<file path="config.mk">
export PLATFORM = sky130hd
export DESIGN_NAME = if_fetch
export DESIGN_NICKNAME = d
export VERILOG_FILES = /design/src/rtl/if_pkg.sv /design/src/rtl/next_pc_mux.sv /design/src/rtl/if_fetch.sv
export SDC_FILE = /design/constraint.sdc
export NUM_CORES = 1
export LEC_CHECK = 0
export BUFFER_PORTS_ARGS = -buffer_cell sky130_fd_sc_hd__buf_2
export CORE_MARGIN = 4
export CORE_UTILIZATION = 40
export DETAILED_ROUTE_END_ITERATION = 6
export PLACE_DENSITY = 0.66
export SLEW_MARGIN = 20
export SYNTH_ARGS = -nofsm -noshare
export SYNTH_HDL_FRONTEND = slang
export SYNTH_SLANG_ARGS = --single-unit
</file>
<file path="constraint.sdc">
create_clock -name clk -period 3.3 [get_ports clk]
set_input_delay 0.825 -clock clk [delete_from_list [all_inputs] [get_ports clk]]
set_output_delay 0.825 -clock clk [all_outputs]
set_load 0.005 [all_outputs]
</file>
<file path="src/rtl/if_pkg.sv">
// -----------------------------------------------------------------------------
// if_pkg -- shared definitions for the instruction-fetch stage.
//   RESET_PC_DEFAULT : default PC loaded on reset
//   NOP_INSTR        : word presented when no valid instruction is available
//   fetch_state_e    : 2-bit fetch FSM encoding (IDLE, REQ, DROP, HOLD)
//   align_word()     : clears the byte-offset bits of an address
// -----------------------------------------------------------------------------
package if_pkg;

  localparam logic [31:0] RESET_PC_DEFAULT = 32'h0000_0000;
  localparam logic [31:0] NOP_INSTR        = 32'h0000_0000;

  typedef enum logic [1:0] {
    IDLE = 2'd0,
    REQ  = 2'd1,
    DROP = 2'd2,
    HOLD = 2'd3
  } fetch_state_e;

  function automatic logic [31:0] align_word(input logic [31:0] addr);
    return addr & ~32'h0000_0003;
  endfunction

endpackage

</file>
<file path="src/rtl/next_pc_mux.sv">
// -----------------------------------------------------------------------------
// next_pc_mux -- candidate next-PC values for the fetch stage.
//   pc             in  : current fetch PC
//   branch_taken   in  : branch redirect request (wins over jump)
//   branch_target  in  : branch destination (byte offset ignored)
//   jump           in  : jump redirect request
//   jump_target    in  : jump destination (byte offset ignored)
//   seq_pc         out : pc + 4 (32-bit wrap)
//   redirect       out : any redirect requested this cycle
//   redirect_pc    out : word-aligned destination of the redirect
// -----------------------------------------------------------------------------
module next_pc_mux
  import if_pkg::*;
(
  input  logic [31:0] pc,
  input  logic        branch_taken,
  input  logic [31:0] branch_target,
  input  logic        jump,
  input  logic [31:0] jump_target,
  output logic [31:0] seq_pc,
  output logic        redirect,
  output logic [31:0] redirect_pc
);

  assign seq_pc      = pc + 32'd4;
  assign redirect    = branch_taken | jump;
  assign redirect_pc = align_word(branch_taken ? branch_target : jump_target);

endmodule

</file>
<file path="src/rtl/if_fetch.sv">
// -----------------------------------------------------------------------------
// if_fetch -- instruction fetch stage with a single outstanding memory request.
//   clk           in  : clock, all state updates on the rising edge
//   rst           in  : asynchronous active-low reset
//   PC_Write      in  : 1 = hold PC and presented word, 0 = advance
//   branch_taken  in  / branch_target in : branch redirect (priority)
//   jump          in  / jump_target   in : jump redirect
//   imem_req      out / imem_addr     out : memory request, word address
//   imem_ready    in  / imem_rdata    in  : memory response strobe, data
//   instr_add     out : pc + 4 for IF/ID
//   instr         out : instruction word for IF/ID (NOP when none valid)
//   fetch_stall   out : high when no valid word is presented
// -----------------------------------------------------------------------------
module if_fetch
  import if_pkg::*;
#(
  parameter logic [31:0] RESET_PC = RESET_PC_DEFAULT
) (
  input  logic        clk,
  input  logic        rst,
  input  logic        PC_Write,
  input  logic        branch_taken,
  input  logic [31:0] branch_target,
  input  logic        jump,
  input  logic [31:0] jump_target,
  output logic        imem_req,
  output logic [31:0] imem_addr,
  input  logic        imem_ready,
  input  logic [31:0] imem_rdata,
  output logic [31:0] instr_add,
  output logic [31:0] instr,
  output logic        fetch_stall
);

  fetch_state_e state, state_d;
  logic [31:0]  pc, pc_d;
  logic [31:0]  hold_buf, hold_buf_d;
  // Address of the request still in flight when a redirect hit it; the memory
  // must see a stable address until it answers, even though pc has moved on.
  logic [31:0]  drop_addr, drop_addr_d;

  logic [31:0]  seq_pc;
  logic         redirect;
  logic [31:0]  redirect_pc;

  next_pc_mux u_next_pc_mux (
    .pc            (pc),
    .branch_taken  (branch_taken),
    .branch_target (branch_target),
    .jump          (jump),
    .jump_target   (jump_target),
    .seq_pc        (seq_pc),
    .redirect      (redirect),
    .redirect_pc   (redirect_pc)
  );

  assign instr_add = seq_pc;

  // NOTE: hold_buf and drop_addr are plain registers (not a memory array), so
  // they are reset alongside the FSM to give a fully defined post-reset state.
  // NOTE: state registers use non-blocking assignments so every flop samples
  // the pre-edge values regardless of block ordering.
  always_ff @(posedge clk or negedge rst) begin
    if (!rst) begin
      state     <= IDLE;
      pc        <= RESET_PC;
      hold_buf  <= 32'h0;
      drop_addr <= 32'h0;
    end else begin
      state     <= state_d;
      pc        <= pc_d;
      hold_buf  <= hold_buf_d;
      drop_addr <= drop_addr_d;
    end
  end

  // NOTE: every signal written here gets a default first, so no path through
  // the case can leave one unassigned and infer a latch.
  always_comb begin
    state_d     = state;
    pc_d        = pc;
    hold_buf_d  = hold_buf;
    drop_addr_d = drop_addr;
    imem_req    = 1'b0;
    imem_addr   = pc;
    instr       = NOP_INSTR;
    fetch_stall = 1'b1;

    unique case (state)
      IDLE: begin
        state_d = REQ;
        if (redirect) pc_d = redirect_pc;
      end

      REQ: begin
        imem_req = 1'b1;
        if (redirect) begin
          pc_d = redirect_pc;
          if (!imem_ready) begin
            // Response still owed for the old pc: wait it out and discard it.
            state_d     = DROP;
            drop_addr_d = pc;
          end
        end else if (imem_ready) begin
          instr       = imem_rdata;
          fetch_stall = 1'b0;
          if (PC_Write) begin
            hold_buf_d = imem_rdata;
            state_d    = HOLD;
          end else begin
            pc_d = seq_pc;
          end
        end
      end

      HOLD: begin
        instr       = hold_buf;
        fetch_stall = 1'b0;
        if (redirect) begin
          pc_d    = redirect_pc;
          state_d = REQ;
        end else if (!PC_Write) begin
          pc_d    = seq_pc;
          state_d = REQ;
        end
      end

      DROP: begin
        imem_req  = 1'b1;
        imem_addr = drop_addr;
        if (redirect) pc_d = redirect_pc;
        // The stale response ends the drop even if a new redirect arrives in
        // the same cycle; otherwise we would wait for a response never coming.
        if (imem_ready) state_d = REQ;
      end

      default: state_d = IDLE;
    endcase

    // A redirect cycle always presents a bubble, whatever the state.
    if (redirect) begin
      instr       = NOP_INSTR;
      fetch_stall = 1'b0;
    end
  end

endmodule

</file>
==> reports/results.md, run 1 <==
• run status: completed
• Total Power: 5.33 mW
• largest net degree at the start of global routing: 68
• element type at the critical path start: flop
• initial antenna violation count: 0
• final core occ: 52.3%
• Std-Cell Rows: 43
• worst slew margin relative to its limit: 38.5%
• endpoint arrival time on the critical path: 2.37 ns
• # H-tree levels: 3
• fraction of the yosys area taken by sequential cells: 40.7%
• violation count after the first detailed-route iteration: 390
• Hold Path Class: flop to flop
• slack of the critical path: 0.106 ns
• CTS tree: yes
• critical path's slowest cell: or4_4
• largest clock skew in the final design: 0.00625 ns
• critical path type: flop to output port
• Hold Vio Cnt, Final: 0
• cell family contributing the most delay on the critical path: simple AND/OR/NAND/NOR gates
• Synth area leader: dfrtp_1
• final instance area: 7350 sq um
• setup TNS: 0 ns
• global-route wire length before repair: 27200 um
• routability-driven placement congestion ratio: 0.841
• peak fanout along the critical path: 8
• area growth from synthesis to final layout: 27.0%
• Post-Place Worst Slack: 0.382 ns
• leading post-synthesis cells by instance count: dfrtp_1, mux2_2, nor2_1
• vias in the first global route: 5399
• remaining global-route overflow: 0
• detailed placer's ending HPWL: 12500 um
• # clock sinks: 94
• RSZ-0062 raised after global routing: false
• worst endpoint required time: 2.47 ns
• Avg WL per Cell: 18.2 um
• mean number of vias per cell: 5.67
• power per unit of standard cell area: 725 nW/um^2
• clock insertion delay at the later pin of the skew report: 0.35 ns
• top cells by area, synth: dfrtp_1, mux2_2, a22oi_1, nor2_1, clkbuf_1
• post-synthesis cell area: 5780 sq um
• clock root buffer: clkbuf_16
• Reg clk slew, reported paths: 0.06 ns
• number of instances in the synthesized netlist: 585
• Slowest Stage Delay on Critical Path: 0.65 ns
• die width: 128 um
• Warnings, synthesis: 0
• number of buffers added on ports: 191
• Top FF cell, synth: dfrtp_1
• area share of the largest cell type after synthesis: 40.7%
• number of instances in the placed design: 924
• final setup violation count: 0
• parity-gate share of the synthesized area counting xor and xnor cells: 4.39%
• total cell area at the placement stage: 6930 sq um
• DRC: 0
• Synth async-reset ratio: 100%
• mean instance size in the synthesized netlist: 9.89 sq um
• largest family of logic cells by synthesized area: multiplexers
• share of post-route cells with drive strength above 1: 45.8%
• final number of max-transition violations: 0
• overall global routing resource usage: 20.6%
• CP cell instances: nand3_1, or4_4, nor3_2, xor2_1, buf_2
• clock buffers created by TritonCTS: 9
• count of boundary I/O pins: 200
• maxcap violations: 0
• Final Net Count: 864
• simple-gate share of the synthesized area: 13.5%
• final cell count without fillers: 943
• type of destination of the critical path: output port
• number of routed nets with antenna violations: 0
• vertical extent of the die: 128 um
• share of the cycle needed by the critical path after routing: 96.8%
• combined buffer and inverter count along the critical path: 1
• Peak VDD IR: 0.342 mV
• leakage component of the power: 3.29 nW
• CORE AREA: 14000 sq um
• Die ar.: 16400 sq um
• number of register bits inferred by synthesis: 94
• overall routed net length: 17200 um
• Worst Hold Slack: 0.504 ns
• synthesized-area fraction occupied by ao, oa, aoi and oai cells: 15.0%
• count of different cell masters after synthesis: 56
• Via Count: 5344
• number of enable flip-flop cells after synthesis: 0
• number of search-and-repair iterations in the first detailed-routing pass: 5
• max frequency: 0.313 GHz
• fraction of the mapped netlist area in adder cells: 1.08%
• Worst Tran Pin Value: 0.922 ns
• Starting Density: 41.2%
• Final Critical Period: 3.19 ns
• CTS max path bufs: 2
• multiplexer share of the synthesized area: 20.2%
-- routing by layer --
layer  part of all wire, %  global-route usage (%)
met5                     0                       0
met4                   2.2                    6.12
met3                   7.6                    5.67
met2                    48                    34.3
met1                    42                    26.2
-- worst paths after layout --
| kind | from | to | slack [ns] | cells past startpoint |
|---|---|---|---|---|
| max in group asynchronous | rst | hold_buf[29] | 1.92 | 2 |
| min in group asynchronous | rst | drop_addr[15] | 0.59 | 1 |
| worst min register to register | drop_addr[18] | drop_addr[18] | 0.50 | 1 |
| worst min-delay path | drop_addr[18] | drop_addr[18] | 0.50 | 1 |
| worst max register to register | state[1] | pc[4] | 0.83 | 9 |
| worst max-delay path | pc[22] | instr_add[28] | 0.11 | 5 |
-- kinds of logic (layout without fill, tap and decap cells) --
group / after synthesis / after routing
and+or+nand+nor: 157 / 157
AOI/OAI and AO/OA: 124 / 124
muxes: 105 / 105
DFF: 94 / 94
buffers and inverters: 70 / 244
xor gates and xnor gates: 29 / 29
adders and majority gates: 5 / 5
other: 1 / 5
-- sequential cells by signal, summed over array words and instances, names as in the netlist --
register,flops
hold_buf,32
drop_addr,30
pc,30
state,2
-- report_power, final --
part,switching (mW),internal [mW]
registers,0.397,1.63
clock network,0.437,0.686
logic,1.06,1.12
total,1.89,3.44
-- final cells by class --
class / count / area (sq um)
clock buffer: 13 / 250
clock inverter: 3 / 67.6
multi-input combinational: 424 / 3240
tap: 180 / 225
fill: 1313 / 6700
inverter: 13 / 48.8
antenna: 1 / 2.50
timing repair buffer: 215 / 1150
sequential: 94 / 2360
-- worst register-to-register path: cells and delay by family (launching register included) --
kind	cells	cell delay [ns]
AOI/OAI and AO/OA	1	0.18
and+or+nand+nor	4	0.85
adders and majority gates	1	0.30
DFF	1	0.41
buffers and inverters	3	0.62
-- layout by cell type, fill, tap and decap left out, drive strengths merged, types with 13 or more instances in the layout --
cell type	n
buf	215
mux2	94
dfrtp	94
nor2	50
a22oi	33
nand2	29
nor3	23
o21ai	20
xor2	17
nand3	17
a21oi	15
a311oi	13
clkbuf	13
-- timing repair --
item	in CTS	in global routing
hold endpoints to repair	0	0
buffers inserted	0	2
gates resized for setup	2	17
setup endpoints to repair	2	12
hold buffers	0	0
pin swaps	0	1
(Power assumes the default switching activity.)
==> run 2, diff against run 1 <==
--- a/config.mk
+++ b/config.mk
@@ -7,10 +7,12 @@
 export LEC_CHECK = 0
 export BUFFER_PORTS_ARGS = -buffer_cell sky130_fd_sc_hd__buf_2
 export CORE_MARGIN = 4
-export CORE_UTILIZATION = 40
+export CORE_UTILIZATION = 49
+export CTS_CLUSTER_DIAMETER = 30
 export DETAILED_ROUTE_END_ITERATION = 6
-export PLACE_DENSITY = 0.66
+export PLACE_DENSITY = 0.78
 export SLEW_MARGIN = 20
 export SYNTH_ARGS = -nofsm -noshare
 export SYNTH_HDL_FRONTEND = slang
 export SYNTH_SLANG_ARGS = --single-unit
+export TNS_END_PERCENT = 30
==> run 2 against run 1 <==
Effect of this change: the flow now finishes with violations (setup timing); clock power is 6% lower; maximum frequency is 4.4% lower; sequential power hardly changed; critical path type unchanged; highest routed layer unchanged.
==> reports/results.md, run 2 (synthesis results as in run 1) <==
• run status: complete, but fails checks
• violations in the final reports: setup timing
• total cell area at the placement stage: 6890 sq um, -0.60%
• initial antenna violation count: 1, +1
• CP cell instances: nand3_1, or4_1, nor3_1, xor2_1, buf_2
• final setup violation count: 1, +1
• element type at the critical path start: flop
• Std-Cell Rows: 39, -9.3%
• Worst Hold Slack: 0.466 ns, -0.0378 ns
• die width: 117 um, -9.0%
• Peak VDD IR: 0.348 mV, +1.6%
• largest clock skew in the final design: 0.00566 ns, -0.000588 ns
• vias in the first global route: 5383, -0.30%
• number of buffers added on ports: 191, unchanged
• most frequent standard cell in the layout excluding fill and tap cells: buf_2
• final number of max-transition violations: 0, unchanged
• routability-driven placement congestion ratio: 0.920, +9.4%
• Hold Vio Cnt, Final: 0, unchanged
• final instance area: 7230 sq um, -1.5%
• launching element of the worst setup path: pc[24]
• violation count after the first detailed-route iteration: 268, -31%
• Via Count: 5319, -0.47%
• setup TNS: -0.0408 ns, -0.0408 ns
• Avg WL per Cell: 18.3 um, +0.29%
• Post-CTS Setup Inserts: 0, unchanged
• critical path's slowest cell: or4_1
• critical path type: flop to output port
• Final Critical Period: 3.34 ns, +0.147 ns
• global-route wire length before repair: 26200 um, -3.7%
• clock insertion delay at the later pin of the skew report: 0.34 ns, about the same
• total number of cells along the worst setup path: 5, unchanged
• leading registers by flop count: hold_buf x32, drop_addr x30, pc x30
• maxcap violations: 0, unchanged
• max frequency: 0.299 GHz, -4.4%
• Reg clk slew, reported paths: 0.07 ns, about the same
• Starting Density: 50.4%, +9.2 points
• largest net degree at the start of global routing: 53, -22%
• Total Power: 5.22 mW, -2.0%
• Die ar.: 13600 sq um, -17%
• R2R Path End: pc[6]
• power per unit of standard cell area: 722 nW/um^2, -0.43%
• # clock sinks: 94, unchanged
• overall global routing resource usage: 24.0%, +3.3 points
• area growth from synthesis to final layout: 25.1%
• combined buffer and inverter count along the critical path: 1, unchanged
• RSZ-0062 raised after global routing: true
• Slowest Stage Delay on Critical Path: 0.70 ns, +0.05 ns
• CTS max path bufs: 2, unchanged
• worst slew margin relative to its limit: 47.4%, +8.9 points
• count of boundary I/O pins: 200, unchanged
• overall routed net length: 16500 um, -4.0%
• most frequent cells in the layout: buf_2, mux2_2, dfrtp_1
• fillcell total: 933, -29%
• clock buffers created by TritonCTS: 9, unchanged
• Final Net Count: 861, -0.35%
• CORE AREA: 11500 sq um, -18%
• type of destination of the critical path: output port
• detailed placer's ending HPWL: 12000 um, -3.6%
• CTS tree: yes
• number of routed nets with antenna violations: 0, unchanged
• number of hold buffers added after CTS: 0, unchanged
• Post-Place Worst Slack: 0.388 ns, +0.00605 ns
• vertical extent of the die: 117 um, -9.0%
• share of post-route cells with drive strength above 1: 44.7%, -1.1 points
• register-to-register setup slack: 0.76 ns, -0.07 ns
• remaining global-route overflow: 0, unchanged
• Top reg by flops: hold_buf
• number of search-and-repair iterations in the first detailed-routing pass: 5, unchanged
• share of the cycle needed by the critical path after routing: 101%, +4.4 points
• slack of the critical path: -0.0408 ns, -0.147 ns
• Reg2Reg Launch Point: state[0]
• Worst Tran Pin Value: 0.785 ns, -0.137 ns
• mean number of vias per cell: 5.89, +3.9%
• clock root buffer: clkbuf_16
• cell family contributing the most delay on the critical path: simple AND/OR/NAND/NOR gates
• end of the critical path: instr_add[27]
• worst endpoint required time: 2.47 ns, about the same
• number of flip-flops in the largest register: 32, unchanged
• DRC: 0, unchanged
• # H-tree levels: 3, unchanged
• endpoint arrival time on the critical path: 2.52 ns, +0.15 ns
• peak fanout along the critical path: 6, -2
• Worst Reg2Reg Path Length in Cells: 7, -2
• leakage component of the power: 3.26 nW, -1.1%
• Hold Path Class: primary input to asynchronous set/reset pin
## run 2: cell types whose count changed in the layout (fill, tap and decap cells not counted), moves of 2 or more
cell and change:
nor3_1 +4, dfrtp_2 -5, clkbuf_1 -3, clkinvlp_4 +2
nor3_2 -4, clkinv_4 +2, nor4_2 +2, dfrtp_1 +5
buf_4 -4
## run 2: repair_timing
item | CTS | global route
hold endpoints to repair | 0 | 0
setup endpoints to repair | 0 | 10
resized for setup | 0 | 8
## run 2: how the worst min path moves through the flow
| stage | from | to | slack, ns | depth (start not counted) |
|---|---|---|---|---|
| 6_report | rst | drop_addr[7] | 0.47 | 1 |
| 5_1_grt | rst | drop_addr[7] | 0.52 | 1 |
| 4_1_cts | rst | drop_addr[7] | 0.49 | 1 |
| 3_5_place_dp | drop_addr[23] | drop_addr[23] | 0.49 | 1 |
| 3_3_place_gp | drop_addr[6] | drop_addr[6] | 0.48 | 1 |
| 2_1_floorplan | drop_addr[10] | drop_addr[10] | 0.47 | 1 |
## run 2: area by class of cell
| cell class | count | area (sq um) | share of cell area (%) |
|---|---|---|---|
| diodes | 1 | 2.50 | 0.0346 |
| well taps | 143 | 179 | 2.47 |
| clock inverters | 7 | 75.1 | 1.04 |
| flip-flops and latches | 94 | 2350 | 32.5 |
| inverters | 13 | 48.8 | 0.675 |
| clock buffers | 9 | 225 | 3.11 |
| repair buffers | 212 | 1140 | 15.8 |
| multi-input cells | 424 | 3210 | 44.4 |
## run 2: stage by stage
stage | instances | utilization [%]
floorplan | 588 | -
detailed placement | 886 | 60.1
global placement | 886 | 60.0
finish | 903 | 63.1
CTS | 902 | 62.7
global route | 903 | 63.1
## run 2: power by group
| group | switching, mW | internal, mW |
|---|---|---|
| clock | 0.466 | 0.589 |
| sequential | 0.396 | 1.62 |
| combinational | 1.04 | 1.11 |
| total | 1.90 | 3.32 |
## run 2: per-layer routing
| metal | vias to the layer above | GRT usage, % | routed length (um) | share of wire [%] |
|---|---|---|---|---|
| met5 | - | 0 | 0 | 0 |
| met4 | 0 | 10.4 | 482 | 2.9 |
| met3 | 46 | 4.40 | 1250 | 7.6 |
| met2 | 234 | 39.6 | 8040 | 49 |
| met1 | 2563 | 30.9 | 6740 | 41 |
| li1 | 2476 | - | - | - |
## run 2: worst reg2reg max path: cells and delay by family, from the launching register on
| kind | cells | cell delay (ns) |
|---|---|---|
| flops | 1 | 0.38 |
| fa+ha+maj | 1 | 0.23 |
| compound gates | 2 | 0.46 |
| simple gates | 2 | 1.07 |
| buf+inv | 2 | 0.29 |
